--- src/rtl/execute_writeback.sv ---
// -----------------------------------------------------------------------------
// execute_writeback
//   Execute stage sitting directly behind decode. Holds the 4x8-bit register
//   file, runs single-cycle ALU ops with writeback in the same clock, and
//   (optionally) a multi-cycle shift-add multiply that stalls upstream.
//
//   Build option: define EXECUTE_MUL_EN to implement MUL (opcode 9) and the
//   MUL_RUN state. Without it, opcode 9 is a NOP and oSTALL is tied to 0.
//
// Parameters
//   REG_RST_VAL  reset value of R0..R3
//   MUL_ITERS    cycles spent in MUL_RUN (1, 2, 4 or 8)
//
// Ports
//   iCLK, iRST            clock, asynchronous active-high reset
//   iEXE_OP               operation code
//   iIN1_IDX, iIN2_IDX    source register indices
//   iIMM_VAL              immediate operand
//   iDST_IDX              destination register index
//   iSRC2_IS_REG_OR_IMM   1 = src2 is immediate, 0 = src2 is R[iIN2_IDX]
//   oSTALL                upstream holds while high
//   oWB_EN/IDX/DATA       one-cycle writeback report
//   oFLAG_Z, oFLAG_C      zero and carry/borrow flags
//   oDBG_REGS             {R3,R2,R1,R0}
// -----------------------------------------------------------------------------
module execute_writeback #(
  parameter logic [7:0] REG_RST_VAL = 8'h00,
  parameter int         MUL_ITERS   = 8
) (
  input  logic        iCLK,
  input  logic        iRST,
  input  logic [3:0]  iEXE_OP,
  input  logic [1:0]  iIN1_IDX,
  input  logic [1:0]  iIN2_IDX,
  input  logic [7:0]  iIMM_VAL,
  input  logic [1:0]  iDST_IDX,
  input  logic        iSRC2_IS_REG_OR_IMM,
  output logic        oSTALL,
  output logic        oWB_EN,
  output logic [1:0]  oWB_IDX,
  output logic [7:0]  oWB_DATA,
  output logic        oFLAG_Z,
  output logic        oFLAG_C,
  output logic [31:0] oDBG_REGS
);

  localparam logic [3:0] OP_ADD = 4'd1;
  localparam logic [3:0] OP_SUB = 4'd2;
  localparam logic [3:0] OP_AND = 4'd3;
  localparam logic [3:0] OP_OR  = 4'd4;
  localparam logic [3:0] OP_XOR = 4'd5;
  localparam logic [3:0] OP_SHL = 4'd6;
  localparam logic [3:0] OP_SHR = 4'd7;
  localparam logic [3:0] OP_MOV = 4'd8;
  localparam logic [3:0] OP_MUL = 4'd9;
  localparam logic [3:0] OP_CMP = 4'd10;

  logic [7:0] rf [4];
  logic [7:0] src1, src2;

  assign src1      = rf[iIN1_IDX];
  assign src2      = iSRC2_IS_REG_OR_IMM ? iIMM_VAL : rf[iIN2_IDX];
  assign oDBG_REGS = {rf[3], rf[2], rf[1], rf[0]};

  // ---- stage p0: combinational ALU on the current register file ----
  logic [7:0]  alu_res;
  logic        alu_c, alu_we, alu_fl;
  logic [15:0] shl_t, shr_t;

  // Shifting through a 16-bit window leaves the last bit shifted out at a
  // fixed position; a zero shift amount naturally leaves that bit at 0.
  assign shl_t = {8'h00, src1} << src2[2:0];
  assign shr_t = {src1, 8'h00} >> src2[2:0];

  always_comb begin
    alu_res = 8'h00;
    alu_c   = 1'b0;
    alu_we  = 1'b0;
    alu_fl  = 1'b0;
    case (iEXE_OP)
      OP_ADD: begin {alu_c, alu_res} = {1'b0, src1} + {1'b0, src2}; alu_we = 1'b1; alu_fl = 1'b1; end
      OP_SUB: begin {alu_c, alu_res} = {1'b0, src1} - {1'b0, src2}; alu_we = 1'b1; alu_fl = 1'b1; end
      OP_AND: begin alu_res = src1 & src2; alu_we = 1'b1; alu_fl = 1'b1; end
      OP_OR:  begin alu_res = src1 | src2; alu_we = 1'b1; alu_fl = 1'b1; end
      OP_XOR: begin alu_res = src1 ^ src2; alu_we = 1'b1; alu_fl = 1'b1; end
      OP_SHL: begin alu_res = shl_t[7:0];  alu_c = shl_t[8]; alu_we = 1'b1; alu_fl = 1'b1; end
      OP_SHR: begin alu_res = shr_t[15:8]; alu_c = shr_t[7]; alu_we = 1'b1; alu_fl = 1'b1; end
      OP_MOV: begin alu_res = src2; alu_we = 1'b1; end
      OP_CMP: begin {alu_c, alu_res} = {1'b0, src1} - {1'b0, src2}; alu_fl = 1'b1; end
      default: ;  // NOP, MUL (handled by the FSM) and reserved codes
    endcase
  end

  logic       alu_go;
  logic       commit_we, commit_fl, commit_c;
  logic [1:0] commit_idx;
  logic [7:0] commit_data;

`ifdef EXECUTE_MUL_EN
  // ---- stage p1: multi-cycle shift-add multiply ----
  typedef enum logic {S_IDLE, S_MUL_RUN} state_t;

  localparam int BITS = 8 / MUL_ITERS;

  state_t      state, state_nxt;
  logic        mul_start, mul_done, mul_last;
  logic [3:0]  mul_cnt;
  logic [15:0] mul_acc, mul_acc_nxt, mul_mcand;
  logic [7:0]  mul_mplier;
  logic [1:0]  mul_dst;

  // Multiplicand is pre-shifted and multiplier pre-consumed, so each cycle
  // always looks at the low BITS bits of the remaining multiplier.
  always_comb begin
    mul_acc_nxt = mul_acc;
    for (int i = 0; i < BITS; i++) begin
      if (mul_mplier[i]) mul_acc_nxt = mul_acc_nxt + (mul_mcand << i);
    end
  end

  assign mul_last = (mul_cnt == 4'(MUL_ITERS - 1));

  always_comb begin
    state_nxt = state;
    mul_start = 1'b0;
    mul_done  = 1'b0;
    case (state)
      S_IDLE: begin
        if (iEXE_OP == OP_MUL) begin
          state_nxt = S_MUL_RUN;
          mul_start = 1'b1;
        end
      end
      S_MUL_RUN: begin
        if (mul_last) begin
          state_nxt = S_IDLE;
          mul_done  = 1'b1;
        end
      end
      default: state_nxt = S_IDLE;
    endcase
  end

  always_ff @(posedge iCLK or posedge iRST) begin
    if (iRST) begin
      state      <= S_IDLE;
      mul_cnt    <= 4'd0;
      mul_acc    <= 16'h0000;
      mul_mcand  <= 16'h0000;
      mul_mplier <= 8'h00;
      mul_dst    <= 2'd0;
    end else begin
      state <= state_nxt;
      if (mul_start) begin
        mul_cnt    <= 4'd0;
        mul_acc    <= 16'h0000;
        mul_mcand  <= {8'h00, src1};
        mul_mplier <= src2;
        mul_dst    <= iDST_IDX;
      end else if (state == S_MUL_RUN) begin
        mul_cnt    <= mul_cnt + 4'd1;
        mul_acc    <= mul_acc_nxt;
        mul_mcand  <= mul_mcand << BITS;
        mul_mplier <= mul_mplier >> BITS;
      end
    end
  end

  // Decoded straight from the state flop, so reset drops it without a clock.
  assign oSTALL = (state == S_MUL_RUN);
  assign alu_go = (state == S_IDLE) && !mul_start;

  always_comb begin
    commit_we   = alu_go & alu_we;
    commit_fl   = alu_go & alu_fl;
    commit_idx  = iDST_IDX;
    commit_data = alu_res;
    commit_c    = alu_c;
    if (mul_done) begin
      commit_we   = 1'b1;
      commit_fl   = 1'b1;
      commit_idx  = mul_dst;
      commit_data = mul_acc_nxt[7:0];
      commit_c    = |mul_acc_nxt[15:8];
    end
  end
`else
  logic unused_mul_iters;
  assign unused_mul_iters = (MUL_ITERS != 0);
  assign oSTALL = 1'b0;
  assign alu_go = 1'b1;

  always_comb begin
    commit_we   = alu_go & alu_we;
    commit_fl   = alu_go & alu_fl;
    commit_idx  = iDST_IDX;
    commit_data = alu_res;
    commit_c    = alu_c;
  end
`endif

  // ---- stage p2: register file, writeback report and flags ----
  always_ff @(posedge iCLK or posedge iRST) begin
    if (iRST) begin
      for (int i = 0; i < 4; i++) rf[i] <= REG_RST_VAL;
      oWB_EN   <= 1'b0;
      oWB_IDX  <= 2'd0;
      oWB_DATA <= 8'h00;
      oFLAG_Z  <= 1'b0;
      oFLAG_C  <= 1'b0;
    end else begin
      oWB_EN <= commit_we;
      if (commit_we) begin
        rf[commit_idx] <= commit_data;
        oWB_IDX        <= commit_idx;
        oWB_DATA       <= commit_data;
      end
      if (commit_fl) begin
        oFLAG_Z <= (commit_data == 8'h00);
        oFLAG_C <= commit_c;
      end
    end
  end

endmodule
--- config.mk ---
export PLATFORM = sky130hd
export DESIGN_NAME = execute_writeback
export DESIGN_NICKNAME = d
export VERILOG_FILES = /design/src/rtl/execute_writeback.sv
export SDC_FILE = /design/constraint.sdc
export NUM_CORES = 1
export LEC_CHECK = 0
export ABC_AREA = 1
export CAP_MARGIN = 20
export CORE_AREA = 2 2 105 107
export CTS_BUF_LIST = sky130_fd_sc_hd__clkbuf_4
export CTS_CLUSTER_DIAMETER = 50
export CTS_CLUSTER_SIZE = 12
export DETAILED_ROUTE_END_ITERATION = 16
export DIE_AREA = 0 0 107 109
export PLACE_DENSITY = 0.71
export RECOVER_POWER = 25
export SYNTH_ARGS = -nofsm -noshare
export SYNTH_HDL_FRONTEND = slang
export SYNTH_SLANG_ARGS = --single-unit
export TNS_END_PERCENT = 10
--- constraint.sdc ---
create_clock -name iCLK -period 5.28 [get_ports iCLK]
set_clock_uncertainty 0.05 [all_clocks]
set_input_delay 1.584 -clock iCLK [delete_from_list [all_inputs] [get_ports iCLK]]
set_output_delay 1.584 -clock iCLK [all_outputs]
set_load 0.01 [all_outputs]
=== Yosys cells after proc, flatten, opt, wreduce, memory -nomap -nowiden ===
Index checks and enable logic that the tools add are counted.

* Flip-flop bits (word level): 45
* Latch bits: 0
* RAM bits: 0
* Bits in read-only memories: 0
* Input bits: 21
* Output and inout port bits: 46
* Word-level logic and storage cells: 51
* Memories kept: 0

* Add/sub/neg operators: 2
* Multipliers: 0
* Divide/modulo/power cells: 0
* $lt $le $gt $ge: 4
* Eq/ne operators: 9
* Shifts and indexed selects: 2
* Mux-type cells: 14
* Bitwise operators: 6
* Reduce and logical (&&, ||, !) cells: 5

{| class="wikitable"
|+ Operators with widths
! kind !! number
|-
| case mux 8 bit (8 select lines) || 1
|-
| 2-to-1 mux 8 bit || 6
|-
| binary-select mux 8 bit (select 2 bit) || 2
|-
| bitwise mux 32 bit || 1
|-
| demux 8 bit (select 2 bit) || 1
|-
| equality test 4 x 3 -> 1 bit, second input constant || 4
|-
| OR reduction 8 bit || 2
|-
| right shift 16 x 3 -> 16 bit || 1
|-
| adder 8 x 8 -> 9 bit || 1
|-
| >= comparator 3 bit, second input constant || 3
|-
| inverter 2 -> 3 bit || 3
|-
| left shift 8 x 3 -> 9 bit || 1
|-
| subtractor 8 x 8 -> 9 bit || 1
|-
| AND 8 bit || 1
|-
| equality test 4 x 2 -> 1 bit, second input constant || 2
|-
| equality test 4 bit, second input constant || 2
|-
| logical NOT 8 bit || 1
|-
| bitwise OR 8 bit || 1
|-
| XOR 8 bit || 1
|-
| equality test 4 x 1 -> 1 bit, second input constant || 1
|-
| case mux 1 bit (4 select lines) || 1
|-
| < comparator 3 x 1 -> 1 bit, second input constant || 1
|-
| 2-to-1 mux 1 bit || 2
|-
| OR reduction 2 bit || 1
|-
| logical AND 1 bit || 1
|}

=== Depth between registers and ports, before layout ===
* Depth after elaboration: 8
* Mapped depth: 22
* Mapped depth without buffers: 22

=== Least setup slack after synthesis ===
No wires, ideal clock.

* Path type: input to register
* Start: input port iIN2_IDX[0]
* End: register oFLAG_Z
* Library setup time: 0.065 ns
* Data arrival time: 3.697 ns
* Required time: 5.165 ns
* Setup slack: 1.468 ns
* Stages: 21
* Path buffers: 2
* Cells stage by stage: buf_6 -> buf_6 -> nor2_1 -> nor2_1 -> o21ai_0 -> nand3_1 -> o21ai_0 -> ha_1 -> nor2_1 -> nand3_1 -> o21ai_0 -> nand2_1 -> nand2_1 -> nor2_1 -> nor2_1 -> nand2_1 -> nor2_4 -> nand2_1 -> nor2_1 -> nand3_1 -> nand2_1

* Longest elaborated chain between the ends: 8
* Elaborated cells on any way between the ends: 14
* Classes of those cells: add/sub (2); shift (2); mux (5); bitwise (4); reduce/logical (1)

{| class="wikitable"
|+ Ends and longest elaborated chain
! element !! RTL line !! RTL
|-
| start: declaration || 34 || <nowiki>input logic [1:0] iIN2_IDX,</nowiki>
|-
| inverter 2 -> 3 bit (implied by the code) (*) || 62 || <nowiki>assign src2 = iSRC2_IS_REG_OR_IMM ? iIMM_VAL : rf[iIN2_IDX];</nowiki>
|-
| binary-select mux 8 bit (select 2 bit) (*) || 62 ||
|-
| 2-to-1 mux 8 bit (implied by the code) (*) (2 in series) || 62 ||
|-
| 2-to-1 mux 8 bit (*) || 62 ||
|-
| subtractor 8 x 8 -> 9 bit, or another cell as far along || 82, 89 ||
|-
| case mux 8 bit (8 select lines) (*) || 80 || <nowiki>case (iEXE_OP)</nowiki>
|-
| logical NOT 8 bit (*) || 219 || <nowiki>oFLAG_Z <= (commit_data == 8'h00);</nowiki>
|-
| end signal: assignment || 219 ||
|-
| end: declaration || 42 || <nowiki>output logic oFLAG_Z,</nowiki>
|}

Mark *: on every way between the ends. The rest lies on a longest branch, timed or not. The select of a mux whose other input is x is not followed.
A chain may end at the register's enable or synchronous reset.

=== Worst setup path in the final report ===
Same ends and word-level chain as after synthesis.

==> results.yml <==
cells_and_area:
  insertedDiodeCount: 0
  design.final.nets: 805
  multi_input_area_um2: 2840
  sequential_area_um2: 1130
  area_delta_synth_final_pct: 19.9
  layout.cell_area.non_filler_um2: 5270
  fill_cells: 1080
  layout-drive-gt1-share: 0.103
logic_synthesis:
  synth_warnings: 0
  top_cells_by_area_in_the_synthesized_netlist: "dfrtp_1, nand2_1, nand3_1, ha_1, o21ai_0"
  synth_top_area_cell: "dfrtp_1"
  yosysTopAreaCellShare: 0.256
  seq_area_frac_synth: 0.256
  postSynthCellCount: 684
  postSynthNetCount: 733
  synth.avg_cell_area_um2: 6.43
  netlist-cell-type-count: 43
  synth-seq-cells: 45
  synthesis.area_um2: 4400
route:
  drt-initial-drc-count: 358
  ant_nets: 0
  route.detailed.drc: 0
  detailed_route_wl_mm: 15.6
  route.detailed.wl_per_inst_um: 17.4
  dr.pass1.iters: 7
  routed-via-count: 4872
  drt-vias-per-instance: 5.43
cts:
  tritoncts: "yes"
  max-clock-path-buffers: 2
  cts-htree-levels: 2
  cts-resized-gates: 0
  worst_skew_pair.late_latency_ns: 0.38
  cts.sink_count: 45
  cts_made_buffers: 5
  clkTransAtPathRegs_ns: 0.13
  post_cts.repair.setup_buffers: 0
  postCtsHoldBufs: 0
  clock-root-buffer: "clkbuf_4"
worst_setup_path:
  crit_path_top_delay_cell: "clkdlybuf4s50_1"
  cp_num_buf_inv: 2
  timing.critical_path.cells: "clkdlybuf4s50_1 > buf_4 > nor2_1 > nor2_1 > o21ai_0 > nand3_1 > o21ai_0 > ha_1 > nor2_1 > nand3_1 > o21ai_1 > nand2_1 > nand2_1 > nor2_1 > nor2_1 > nand2_1 > nor2_4 > nand2_1 > nor2_1 > nand3_1 > nand2_1"
  path_delay_family: "simple AND/OR/NAND/NOR gates"
  cp_slowest_stage_delay_ns: 0.60
  worst_path_most_repeated_cell: "nor2_1"
  setup.worst_path.start_class: "input pin"
  cp_data_arrival_time_ns: 5.21
  critical_path_class: "input pin to register"
  worstSetupEndpointType: "register"
  critPathMaxFanout: 18
  cp.required_ns: 5.56
global_routing:
  global_route.usage.total: 0.274
  grt_pass1_vias: 4692
  grt_max_degree: 46
  gr-total-overflow: 0
  grt_first_pass_wirelength_mm: 24.6
  initial_antenna_violation_count: 0
floorplan:
  fp.coreArea_um2: 10600
  initial_utilization: 0.415
  die_width_um: 107
  floorplan.die_area_um2: 11700
  rows: 38
  die_height_um: 109
  io_pins: 67
power:
  netSwitchingFraction: 0.468
  post-layout-total-power_mw: 1.55
  power.share.clock: 0.110
  power.net_switching_mw: 0.727
  pwr-share-comb: 0.568
  vdd.ir_drop.worst_v: 0.000248
  internal_dissipation_mw: 0.826
  p_leak_nw: 2.61
  power_density_nw_per_um2: 295
  seq_power_share: 0.323
place:
  placement.io_buffers: 65
  routabilityCongestion: 1.07
  dpl_hpwl_mm: 12.7
  postPlaceCellArea_um2: 5220
sta:
  final_period_minus_worst_setup_slack_ns: 4.93
  final-setup-viol-count: 0
  final_min_period_over_clock_period: 0.934
  rsz0062_at_grt: "false"
  drv_slew: 46
  hold_viol_final: 0
  worst_pin_slew_ns: 2.35
  worst_slew_margin_rel: -0.565
  fmax_mhz: 203
outcome:
  run_status: "finished, violations left"
  failed_checks: "max-capacitance violations, max-slew violations"
run:
  cap_violations: 1
hold_path:
  hold_class: "register to register"
[per-layer routing]
metal | track usage | share of wire | up-vias
met4 | 0.147 | 0.050 | 0
met2 | 0.456 | 0.46 | 246
li1 | - | - | 2360
met3 | 0.0454 | 0.079 | 52
met5 | 0 | 0 | -
met1 | 0.341 | 0.41 | 2214
[power groups by stage]
| stage | Combinational (mW) | Clock [mW] | Sequential [mW] |
|---|---|---|---|
| floorplan | 0.479 | 0 | 0.521 |
| global placement | 0.865 | 0 | 0.506 |
| finish | 0.882 | 0.170 | 0.501 |
| CTS | 0.874 | 0.175 | 0.500 |
| detailed placement | 0.868 | 0 | 0.506 |
| global route | 0.970 | 0.187 | 0.512 |
[area by class of cell]
cell class,instances,area share
inverter,84,0.0603
clock buffer,6,0.00855
tap,140,0.0332
timing repair buffer,80,0.144
clock inverter,2,0.00190
multi-input combinational,540,0.538
sequential,45,0.214
[cell usage after synthesis (all sizes together)]
cell,n
dfrtp,45
clkinv,1
inv,83
clkbuf,1
or2,7
nor2,65
fa,2
ha,26
o2bb2ai,1
nand4,4
o211ai,10
nor4,1
o22ai,3
a221oi,1
o21ai,61
nand2,231
o21bai,1
nand3,92
nor3,5
buf,14
a21oi,25
a31oi,3
o2111ai,1
conb,1
[flip-flops by register name, summed over array words and instances, names as in the netlist]
signal     cells
oDBG_REGS     32
oWB_IDX        2
oWB_EN         1
oFLAG_Z        1
oFLAG_C        1
oWB_DATA       8
[worst min-delay path, cell delays in order, from the launching register on]
cell and delay, ns:
dfrtp_1 0.36, nand2_1 0.05, o21ai_0 0.06
[worst paths after layout]
kind	cells after the start	slack [ns]	end	start
max	21	0.35	oFLAG_Z	iIN2_IDX[0]
min	2	0.45	oWB_DATA[5]	oWB_DATA[5]
max reg2reg	19	1.97	oFLAG_Z	oDBG_REGS[4]
min reg2reg	2	0.45	oWB_DATA[5]	oWB_DATA[5]
max in group asynchronous	3	1.39	oWB_IDX[0]	iRST
min in group asynchronous	3	2.44	oDBG_REGS[23]	iRST
[cell usage in the layout (no fill, tap or decap), drive strengths merged, types with 2 or more instances in the layout]
master         count
or2                7
nor2              65
a31oi              3
inv               82
clkdlybuf4s50     64
o21ai             61
ha                26
nand4              4
nand2            231
buf               14
o22ai              3
dfrtp             45
o211ai            10
a21oi             25
clkinv             4
fa                 2
nand3             92
nor3               5
clkbuf             7
[kinds of logic (layout without fill, tap and decap cells)]
logic type               after synthesis  count (layout)  synth area share
AO/OA/AOI/OAI                        106             106             0.137
adder cells (fa/ha/maj)               28              28            0.0831
buffers and inverters                 99             172            0.0987
flip-flops                            45              45             0.256
other                                  1               1          0.000853
AND/OR/NAND/NOR                      405             405             0.424
[per-stage QoR]
step                hold WS, ns  utilization  instances  setup slack (ns)  setup TNS (ns)
finish                    0.448        0.497        897             0.347               0
CTS                       0.454        0.497        897             0.330               0
global route              0.481        0.497        897            0.0506               0
global placement          0.415        0.492        889           -0.0581         -0.0581
floorplan                 0.459            -        684              1.47               0
detailed placement        0.426        0.492        889           -0.0724         -0.0724
(Power assumes the default switching activity.)
